## src/rtl/stream_mux_pkg.sv

```systemverilog
// Shared constants and helpers for the stream_mux block (packet locking: STREAM_MUX_LOCK_EN).
package stream_mux_pkg;

   localparam logic MODE_RR    = 1'b0;
   localparam logic MODE_FIXED = 1'b1;

   // Channel-index width for n channels; never narrower than one bit.
   function automatic int unsigned sel_width(input int unsigned n);
      return (n < 2) ? 1 : $clog2(n);
   endfunction

endpackage

```

## src/rtl/rr_arbiter.sv

```systemverilog
// Combinational round-robin arbiter: first requester at or after ptr, wrapping at N-1.
// Used by stream_mux in every build (with or without STREAM_MUX_LOCK_EN).
module rr_arbiter
   import stream_mux_pkg::*;
#(
   parameter  int unsigned N     = 8,
   localparam int unsigned SEL_W = sel_width(N)
) (
   input  logic [N-1:0]     req,
   input  logic [SEL_W-1:0] ptr,
   output logic [N-1:0]     gnt,
   output logic [SEL_W-1:0] gnt_idx
);

   logic                    found;
   logic [SEL_W-1:0]        idx;
   int unsigned             j;

   always_comb begin
      gnt     = '0;
      gnt_idx = '0;
      found   = 1'b0;
      idx     = '0;
      j       = 0;
      for (int unsigned i = 0; i < N; i++) begin
         j = 32'(ptr) + i;
         if (j >= N) j = j - N;
         idx = SEL_W'(j);
         if (!found && req[idx]) begin
            found    = 1'b1;
            gnt[idx] = 1'b1;
            gnt_idx  = idx;
         end
      end
   end

endmodule

```

## src/rtl/stream_mux.sv

```systemverilog
// Registered N-to-1 valid/ready stream mux with round-robin or fixed select.
// Define STREAM_MUX_LOCK_EN to hold a grant for a whole packet (adds in_last/out_last).
module stream_mux
   import stream_mux_pkg::*;
#(
   parameter  int unsigned N     = 8,
   parameter  int unsigned W     = 8,
   localparam int unsigned SEL_W = sel_width(N)
) (
   input  logic             clk,
   input  logic             reset,
   input  logic             mode,
   input  logic [SEL_W-1:0] sel,
   input  logic [N*W-1:0]   in_data,
   input  logic [N-1:0]     in_valid,
   output logic [N-1:0]     in_ready,
   output logic [W-1:0]     out_data,
   output logic             out_valid,
   input  logic             out_ready,
   output logic [SEL_W-1:0] out_sel
`ifdef STREAM_MUX_LOCK_EN
   ,
   input  logic [N-1:0]     in_last,
   output logic             out_last
`endif
);

   logic             ld_c;
   logic             xfer_c;
   logic [N-1:0]     g;
   logic [N-1:0]     rr_gnt;
   logic [SEL_W-1:0] rr_idx;
   logic [SEL_W-1:0] k;
   logic [SEL_W-1:0] p;
   logic [SEL_W-1:0] p_next;
   logic [W-1:0]     ch_data [N];

`ifdef STREAM_MUX_LOCK_EN
   logic             locked;
   logic [SEL_W-1:0] lock_idx;
`endif

   for (genvar i = 0; i < N; i++) begin : g_unpack
      assign ch_data[i] = in_data[i*W +: W];
   end

   rr_arbiter #(.N(N)) u_arb (
      .req     (in_valid),
      .ptr     (p),
      .gnt     (rr_gnt),
      .gnt_idx (rr_idx)
   );

   // Grant selection: lock overrides mode; out-of-range sel grants nobody.
   always_comb begin
      g = '0;
      k = '0;
      if (mode == MODE_FIXED) begin
         k = sel;
         if (32'(sel) < N) g[sel] = in_valid[sel];
      end else begin
         g = rr_gnt;
         k = rr_idx;
      end
`ifdef STREAM_MUX_LOCK_EN
      if (locked) begin
         g           = '0;
         g[lock_idx] = in_valid[lock_idx];
         k           = lock_idx;
      end
`endif
   end

   assign ld_c     = !out_valid || out_ready;
   assign xfer_c   = ld_c && (|g);
   assign in_ready = reset ? '0 : (g & {N{ld_c}});
   assign p_next   = (k == SEL_W'(N - 1)) ? '0 : k + SEL_W'(1);

   always_ff @(posedge clk) begin
      if (reset) begin
         out_valid <= 1'b0;
         out_data  <= '0;
         out_sel   <= '0;
         p         <= '0;
`ifdef STREAM_MUX_LOCK_EN
         out_last  <= 1'b0;
         locked    <= 1'b0;
         lock_idx  <= '0;
`endif
      end else begin
         if (ld_c) begin
            out_valid <= xfer_c;
            if (xfer_c) begin
               out_data <= ch_data[k];
               out_sel  <= k;
`ifdef STREAM_MUX_LOCK_EN
               out_last <= in_last[k];
`endif
            end
         end
`ifdef STREAM_MUX_LOCK_EN
         // Pointer moves only when a packet ends; mid-packet beats pin the grant.
         if (xfer_c) begin
            if (in_last[k]) begin
               locked <= 1'b0;
               p      <= p_next;
            end else begin
               locked   <= 1'b1;
               lock_idx <= k;
            end
         end
`else
         if (xfer_c) p <= p_next;
`endif
      end
   end

endmodule

```

## config.mk

```make
export PLATFORM = sky130hd
export DESIGN_NAME = stream_mux
export DESIGN_NICKNAME = d
export VERILOG_FILES = /design/src/rtl/stream_mux_pkg.sv /design/src/rtl/rr_arbiter.sv /design/src/rtl/stream_mux.sv
export SDC_FILE = /design/constraint.sdc
export NUM_CORES = 1
export LEC_CHECK = 0
export BUFFER_PORTS_ARGS = -buffer_cell sky130_fd_sc_hd__buf_2
export CAP_MARGIN = 20
export CORE_ASPECT_RATIO = 0.5
export CORE_UTILIZATION = 35
export CTS_CLUSTER_SIZE = 10
export DETAILED_ROUTE_END_ITERATION = 12
export PLACE_DENSITY_LB_ADDON = 0.12
export SLEW_MARGIN = 15
export SYNTH_ARGS = -nofsm -noshare
export SYNTH_HDL_FRONTEND = slang
export SYNTH_SLANG_ARGS = --single-unit
```

## constraint.sdc

```tcl
create_clock -name clk -period 5.7 [get_ports clk]
set_input_delay 0 -clock clk [delete_from_list [all_inputs] [get_ports clk]]
set_output_delay 0 -clock clk [all_outputs]
set_load 0.005 [all_outputs]
```

# --- Yosys cells after proc, flatten, opt, wreduce, memory -nomap -nowiden ---
# Cells that the tools add are included.
op_classes:
  n_bitwise: 10
  div: 0
  n_shift: 0
  n_mul: 0
  n_mux: 74
  n_eq_ne: 1
  magnitude_cmp: 27
  n_reduce_logical: 28
  n_addsub: 16
op_table:
  columns: ["operator", "n"]
  rows:
  - ["$mux 8", 12]
  - ["$or 8x8->8", 7]
  - ["$mux 3", 18]
  - ["$lt 3x4->1 const B", 9]
  - ["$ge 4x4->1 const B", 8]
  - ["$bmux 1 s3", 9]
  - ["$demux 1 s3", 9]
  - ["$ge 3x1->1 const B", 9]
  - ["$mux 1", 25]
  - ["$bmux 8 s3", 1]
  - ["$sub 3x1->3 const B", 8]
  - ["$logic_and 1x1->1", 17]
  - ["$add 3x3->4 const B", 4]
  - ["$and 8x8->8", 2]
  - ["$add 3x2->4 const B", 2]
  - ["$logic_not 1->1", 8]
  - ["$reduce_or 8->1", 1]
  - ["$add 3x1->4 const B", 1]
  - ["$ge 3x4->1 const B", 1]
  - ["$not 3->4", 1]
  - ["$add 3x1->3 const B", 1]
  - ["$eq 3x3->1 const B", 1]
  - ["$reduce_and 2->1", 1]
  - ["$logic_or 1x1->1", 1]
totals:
  latch_bits: 0
  memories: 0
  romBits: 0
  ramBits: 0
  reg_bits: 15
  elab_cells: 160

# --- Longest topological paths before layout ---
# Gate-level depths: netlist (run 1).
depth:
  word_depth: 31
  ltp_mapped: 20
  ltp_nobuf: 14

# --- Cells and area by module ---
# Synthesis (run 1) repeated with hierarchy kept, for this count alone.
hier_totals:
  cells_unflattened: 306
  area_unflattened_um2: 2837.7
modules_own_cells:
  columns: ["module", "seq_area_each_um2", "area_each_um2", "cells_each", "n_inst"]
  rows:
  - ["stream_mux", 300.3, 1488.9, 146, 1]
  - ["rr_arbiter", 0.0, 1348.8, 160, 1]

# --- Least setup slack after synthesis (run 1) ---
# OpenSTA, ideal clock, no wires.
synth_path:
  path_kind: "register to register"
  start: "register p[2]"
  end: "register p[0]"
  path_slack_ps: 1180
  stages_incl_launch_ff: 19
  arrival_ps: 4447
  required_time_ps: 5627
  setup_time_ps: 73
  synth_period_minus_slack_ps: 4520
  path_cell_list: "dfxtp_1 buf_2 buf_2 clkinv_1 ha_1 clkbuf_1 mux4_2 mux2i_4 nand2_1 nor3_2 buf_2 a41oi_1 o31ai_2 inv_2 clkbuf_1 ha_1 ha_1 or4_1 a21oi_1"
synth_via:
  elab_chain_cells: 29
  word_cells_on_any_way: 138
  cone_classes: "add/sub (16); order compare (24); eq/ne (1); mux (66); bitwise (7); reduce/logical (24)"
synth_rtl:
  columns: ["item", "line_no", "rtl"]
  rows:
  - ["start, declared", "stream_mux.sv:34", "logic [SEL_W-1:0] p;"]
  - ["start signal, assigned", "stream_mux.sv:113", "if (xfer_c) p <= p_next;"]
  - ["branches (longest 25 deep; another with $add 3x1->4)", null, null]
  - ["$mux 3 *", "rr_arbiter.sv:29", "if (!found && req[idx]) begin"]
  - ["$mux 3 *", "stream_mux.sv:58", "if (mode == MODE_FIXED) begin"]
  - ["via k[1]", "stream_mux.sv:33", "logic [SEL_W-1:0] k;"]
  - ["$eq 3x3->1 *", "stream_mux.sv:77", "assign p_next = (k == SEL_W'(N - 1)) ? '0 : k + SEL_W'(1);"]
  - ["$mux 3 *", "stream_mux.sv:77", null]
# Mark *: on every way through the listed nets, which the timed path passes. The select of a mux whose other input is x is not followed.
# A chain may end at the register's enable or synchronous reset.

# --- Final worst setup path (run 1) ---
layout_path:
  start: "register p[2]"
  end: "register p[0]"
layout_via:
  elab_chain_cells: 29
  word_cells_on_any_way: 138
  cone_classes: "add/sub (16); order compare (24); eq/ne (1); mux (66); bitwise (7); reduce/logical (24)"
layout_rtl:
  columns: ["item"]
  rows:
  - ["branches (longest 29 deep; another with $add 3x1->4)"]
# Several ways; the timed one is not identified. The select of a mux whose other input is x is not followed.

==> metrics, run 1 <==
synthesized netlist net count just under 500; Post-Layout Inst Area 0.003757 mm2; Tcrit/Tclk final just over 80%; Reg clk slew, reported paths approximately 0.060 ns; GRT Total Usage 24.90%; peak supply drop ~0.00019 V; number of flops mapped to enable cells by yosys 0; worst-path maximum fanout 17; die width ~140 um; Crit Path Category reg -> reg; Post-CTS Setup Inserts 0; ant diodes 0; Clock Path Buffers 2; area leader, netlist mux4_2; hold worst-path end out_valid$_SDFFE_PP0N_; vias in the first global route 3392; initial antenna violation count 0; top-count cell post-synth nand2_1; worst r2r path cells 12; number of buffers added on ports 98; clk_skew between 0.003 and 0.004 ns; Place WS slightly above 1 ns; htree depth 1; worst-margin pin slew 0.9217 ns; Pwr Density 531.5 mW/mm2; Core Region approximately 0.0083 mm2; Min-Delay Path Depth 2; Die Ht slightly below 70 um; Clock Latency Late Sink around 0.25 ns; layout cells sized above 1 roughly a third; Vias/cell 6.181; Reg2Reg Launch Point p[2]$_SDFFE_PP0P_; slack of the critical path 0.9704 ns; async set-reset flop share out of synthesis 0%; CTS tree built; fraction of the yosys area taken by sequential cells roughly a tenth; Data arrival, critical path roughly 4.9 ns; maximum achievable frequency between 200 and 250 MHz; Detail Route Antenna Nets 0; Worst Hold Class in -> reg; Remaining DRCs 0; Synth top cells by count nand2_1, a21oi_1, and3_1, nor2_1, a211oi_1; worst hold margin about 0.18 ns; Starting Density a little under two fifths; post-synth top area share a little under an eighth; Startpoint Class register; R2R setup slack ~0.97 ns; unrepaired setup endpoints after global routing false; cts hold-fix bufs 0; GR Overflow Total 0; router iterations before antenna repair 5; clk root buf clkbuf_16; synth warn 0; min Tclk post-route around 4.7 ns; endpoints failing hold 0; Relative slew margins a little under two fifths; Max-Cap Viols 0; routability congestion estimate 0.9889; final WL 11690 um; Critical Path End Type register; Synth Flop Type dfxtp_1; I/O pin count 99; Required @ worst endpoint just under 6 ns; global-route wire length before repair around 18000 um; drt wl/cell a little under 20 um; Post-Place Cell Area about 0.0037 mm2; Setup-failing EPs final 0; die area roughly 0.0093 mm2; vias 3721; final net count roughly 580; Gates resized, CTS repair 0; num rows 23; Post-DP HPWL 8813 um; number of synthesized register bits 15; Yosys cell types 79; Detailed Route Iter0 Violations 320; mapped cell area around 0.0031 mm2; status finished clean; pin count of the biggest net entering global routing 36; average size of a mapped cell 7.590 um2; Final Max Tran Viols 0; largest cells by area after synthesis mux4_2, dfxtp_1, nand2_1; Reg-to-Reg End p[0]$_SDFFE_PP0P_; area delta synth->final 20.75%; Final TNS setup 0 ns; Placed Cells approximately 600; hold_sp reset; Final Non-Filler Cells around 600; CTS buffer count 3; Sink Count 15; cell leakage power 1.541 nW; post-synthesis cell count approximately 400
==> kinds of logic (layout without fill, tap and decap cells) <==
group | Yosys count | count (layout) | share of synthesized area [%]
fa+ha+maj | 8 | 8 | 3.217
xor+xnor | 3 | 3 | 1.086
compound gates | 129 | 129 | 31.32
flops | 15 | 15 | 9.650
mux | 32 | 32 | 17.53
simple gates | 175 | 175 | 30.20
buf+inv | 48 | 128 | 6.996
==> cells in the final DEF, fill, tap and decap left out, drive strengths merged, types with 5 or more instances in the layout <==
cell type and instances:
buf 112, nand2 61, nor2 22, a21oi 22, and3 22, a211oi 21
o21ai 20, a311oi 18, mux4 16, dfxtp 15, nor3 15, inv 11
nor4 10, mux2i 9, nand3 8, ha 8, nand2b 7, mux2 7
a31oi 6, nand4 5
==> per-layer routing <==
layer	global-route usage, %	routed length (um)	up-vias
met5	0	0	-
met1	31.99	5062	1751
li1	-	-	1769
met2	44.55	5556	185
met4	6.882	178	0
met3	3.363	897	16
==> critical path: stages (launching register included) <==
cell and delay [ns]:
dfxtp_1 0.74, clkinv_1 0.20, ha_1 0.46, mux4_2 0.33, mux2i_1 0.42, o21ai_1 0.21, o31ai_1 0.46, a31oi_2 0.39
nand2_2 0.33, inv_2 0.19, ha_1 0.25, or4_1 0.51, a21oi_1 0.14
==> metrics by stage <==
step | utilization [%] | power (mW)
floorplan | - | 1.412
global placement | 44.10 | 1.836
detailed placement | 44.10 | 1.823
CTS | 45.09 | 1.974
global route | 45.18 | 2.138
finish | 45.18 | 1.997
==> cell type report <==
type / count / area (um2)
fillers: 867 / 4559
multi-input cells: 347 / 2594
repair buffers: 112 / 595.6
flip-flops and latches: 15 / 300.3
well taps: 112 / 140.1
clock buffers: 3 / 75.07
inverters: 12 / 45.04
clock inverters: 1 / 7.507
==> worst max path at each step <==
stage | slack, ns | from | end
global placement | 1.09 | p[2]$_SDFFE_PP0P_ | out_data[4]$_SDFFE_PP0P_
floorplan | 1.18 | p[2]$_SDFFE_PP0P_ | p[0]$_SDFFE_PP0P_
global route | 0.56 | p[2]$_SDFFE_PP0P_ | p[0]$_SDFFE_PP0P_
CTS | 1.02 | p[2]$_SDFFE_PP0P_ | out_data[4]$_SDFFE_PP0P_
finish | 0.97 | p[2]$_SDFFE_PP0P_ | p[0]$_SDFFE_PP0P_
detailed placement | 1.04 | p[2]$_SDFFE_PP0P_ | out_data[4]$_SDFFE_PP0P_
==> sequential cells by signal, summed over array words and instances, names as in the netlist <==
name and cells:
out_data 8, out_valid 1, out_sel 3, p 3
==> report_power, final <==
group	switching (mW)	internal (mW)
logic	1.02	0.648
clock network	0.0507	0.0947
registers	0.0333	0.147
(Power assumes the default switching activity.)
==> run 2, diff against run 1 <==
- clock period: 5.7 -> 3.9 ns (I/O delays scaled with it)
==> run 2 against run 1 <==
Against the previous run: the flow now finishes with violations (negative setup slack); flip-flop and latch count unchanged; routed wire length up 5.9%; maximum frequency up 21%; clock skew about the same; final cell count up 5.5%.
==> metrics, run 2 (synthesized netlist as in run 1, its figures left out) <==
global-route wire length before repair 19020 um (+6.7%); ant diodes 0 (unchanged); router iterations before antenna repair 5 (unchanged); CP Cell Sequence clkinvlp_4 > ha_4 > buf_4 > mux4_2 > mux2_4 > or2_1 > o21ai_0 > nand2_1 > o2111ai_1 > a222oi_1 > and4_4 > buf_6 > or4_4 > a21oi_2; Clk pwr share 5.4% (-1.9 points); GRT Total Usage 26.64% (+1.7 points); max FFs per register 8 (unchanged); Core Region 0.008317 mm2 (unchanged); CTS buffer count 3 (unchanged); Critical Path End Type register; vias 3852 (+3.5%); hold_sp reset; num rows 23 (unchanged); Sequential Power Share 7.3% (-1.7 points); Post-DP HPWL 9246 um (+4.9%); Reg2Reg Launch Point p[1]$_SDFFE_PP0P_; switching fraction of total power 51.12% (-4.3 points); min Tclk post-route 3.903 ns (-0.8264 ns); cell leakage power 1.794 nW (+16%); filler cell count 814 (-6.1%); Max-Cap Viols 0 (unchanged); unrepaired setup endpoints after global routing true; area delta synth->final 41.74%; cts hold-fix bufs 0 (unchanged); I/O pin count 99 (unchanged); failing checks negative setup slack; Detailed Route Iter0 Violations 313 (-2.2%); layout cells sized above 1 46.08% (+13 points); most frequent cells in the layout buf_2, nand2_1, buf_4; Setup-failing EPs final 1 (+1); vias in the first global route 3533 (+4.2%); Tcrit/Tclk final 100.1% (+17 points); clk_skew 0.003346 ns (+0.0002278 ns); Data arrival, critical path 4.08 ns (-0.83 ns); clk root buf clkbuf_16; slowest CP cell mux4_2; Sink Count 15 (unchanged); Worst Hold Class in -> reg; Reg clk slew, reported paths 0.05 ns (about the same); Vias/cell 6.066 (-1.9%); most common cell after layout, fill and taps aside buf_2; Crit Path Category reg -> reg; Clock Path Buffers 2 (unchanged); Clock Latency Late Sink 0.25 ns (about the same); final WL 12380 um (+5.9%); CP bufs+invs 3 (+1); Psw 1.886 mW (+70%); Required @ worst endpoint 4.08 ns (-1.80 ns); Final Max Tran Viols 0 (unchanged); Remaining DRCs 0 (unchanged); Relative slew margins 18.45% (-18 points); Startpoint Class register; endpoints failing hold 0 (unchanged); die area 0.009295 mm2 (unchanged); critical path launch point p[1]$_SDFFE_PP0P_; CTS tree built; worst-margin pin slew 1.221 ns (+0.2990 ns); Final TNS setup -0.003211 ns (-0.003211 ns); worst-path maximum fanout 8 (-9); drt wl/cell 19.50 um (+0.37%); Comb pwr share 87.3% (+3.6 points); Internal Dissipation 1.804 mW (+100%); Die Ht 68.68 um (unchanged); GR Overflow Total 0 (unchanged); Design Power 3.690 mW (+85%); initial antenna violation count 0 (unchanged); routability congestion estimate 0.9920 (+0.31%); Largest regs out_data: 8 flops, out_sel: 3 flops, p: 3 flops; largest reg by FF count out_data; final net count 611 (+5.7%); Detail Route Antenna Nets 0 (unchanged); pin count of the biggest net entering global routing 29 (-19%); peak supply drop 0.0003214 V (+68%); family with the most delay on the worst path simple AND/OR/NAND/NOR gates; Pwr Density 836.6 mW/mm2 (+57%); CP max stage delay 0.56 ns (-0.18 ns); maximum achievable frequency 256.2 MHz (+21%); status complete, but fails checks; htree depth 1 (unchanged); slack of the critical path -0.003211 ns (-0.9736 ns); die width 135.3 um (unchanged); number of buffers added on ports 98 (unchanged); Starting Density 37.42% (unchanged)
run 2: final timing paths:
path	to	depth (start not counted)	slack, ns
hold reg to reg	out_sel[2]$_SDFFE_PP0P_	2	0.47
setup / recovery	p[0]$_SDFFE_PP0P_	14	-0.003
hold / removal	p[0]$_SDFFE_PP0P_	2	0.18
setup reg to reg	p[0]$_SDFFE_PP0P_	14	-0.003
run 2: repair_timing:
action	in CTS	in global routing
setup endpoints to repair	1	15
pin swaps	1	20
gates cloned	0	1
gates resized for setup	0	56
endpoints found under the hold margin	0	0
setup buffers	0	11
run 2: final cells by class:
class / count / area (um2) / share of cell area (%)
multi-input combinational: 347 / 2899 / 65.73
timing repair buffer: 145 / 920.9 / 20.88
sequential: 15 / 309.0 / 7.007
tap: 112 / 140.1 / 3.177
clock buffer: 3 / 75.07 / 1.702
inverter: 12 / 61.31 / 1.390
clock inverter: 1 / 5.005 / 0.1135
run 2: layer usage:
metal | share of wire (%) | routed length, um | track usage (%)
met5 | 0 | 0 | 0
met4 | 1.1 | 139 | 7.022
met3 | 7.0 | 865 | 3.801
met2 | 46 | 5727 | 44.87
met1 | 46 | 5648 | 36.12
run 2: power by group through the flow:
stage | Combinational (mW) | Sequential [mW] | Clock (mW)
finish | 3.22 | 0.268 | 0.201
global route | 3.45 | 0.274 | 0.214
CTS | 2.70 | 0.263 | 0.205
detailed placement | 2.69 | 0.266 | 0
global placement | 2.71 | 0.264 | 0
floorplan | 1.94 | 0.261 | 0
run 2: metrics by stage:
step	instances	cell area (um2)	hold slack, ns	setup WS (ns)	util [%]
6_report	635	4410	0.1757	-0.003211	53.03
5_1_grt	635	4410	0.2017	-0.1031	53.03
4_1_cts	623	4014	0.1848	0.002914	48.26
3_5_place_dp	619	3934	0.4027	0.005493	47.30
3_3_place_gp	619	3934	0.3997	0.01576	47.30
2_1_floorplan	410	3247	0.2406	0.001736	-
run 2: worst register-to-register path: stages, from the launching register on:
cell	delay, ns
dfxtp_4	0.35
clkinvlp_4	0.13
ha_4	0.36
buf_4	0.14
mux4_2	0.56
mux2_4	0.35
or2_1	0.32
o21ai_0	0.33
nand2_1	0.10
o2111ai_1	0.11
a222oi_1	0.14
and4_4	0.26
buf_6	0.13
or4_4	0.41
a21oi_2	0.13
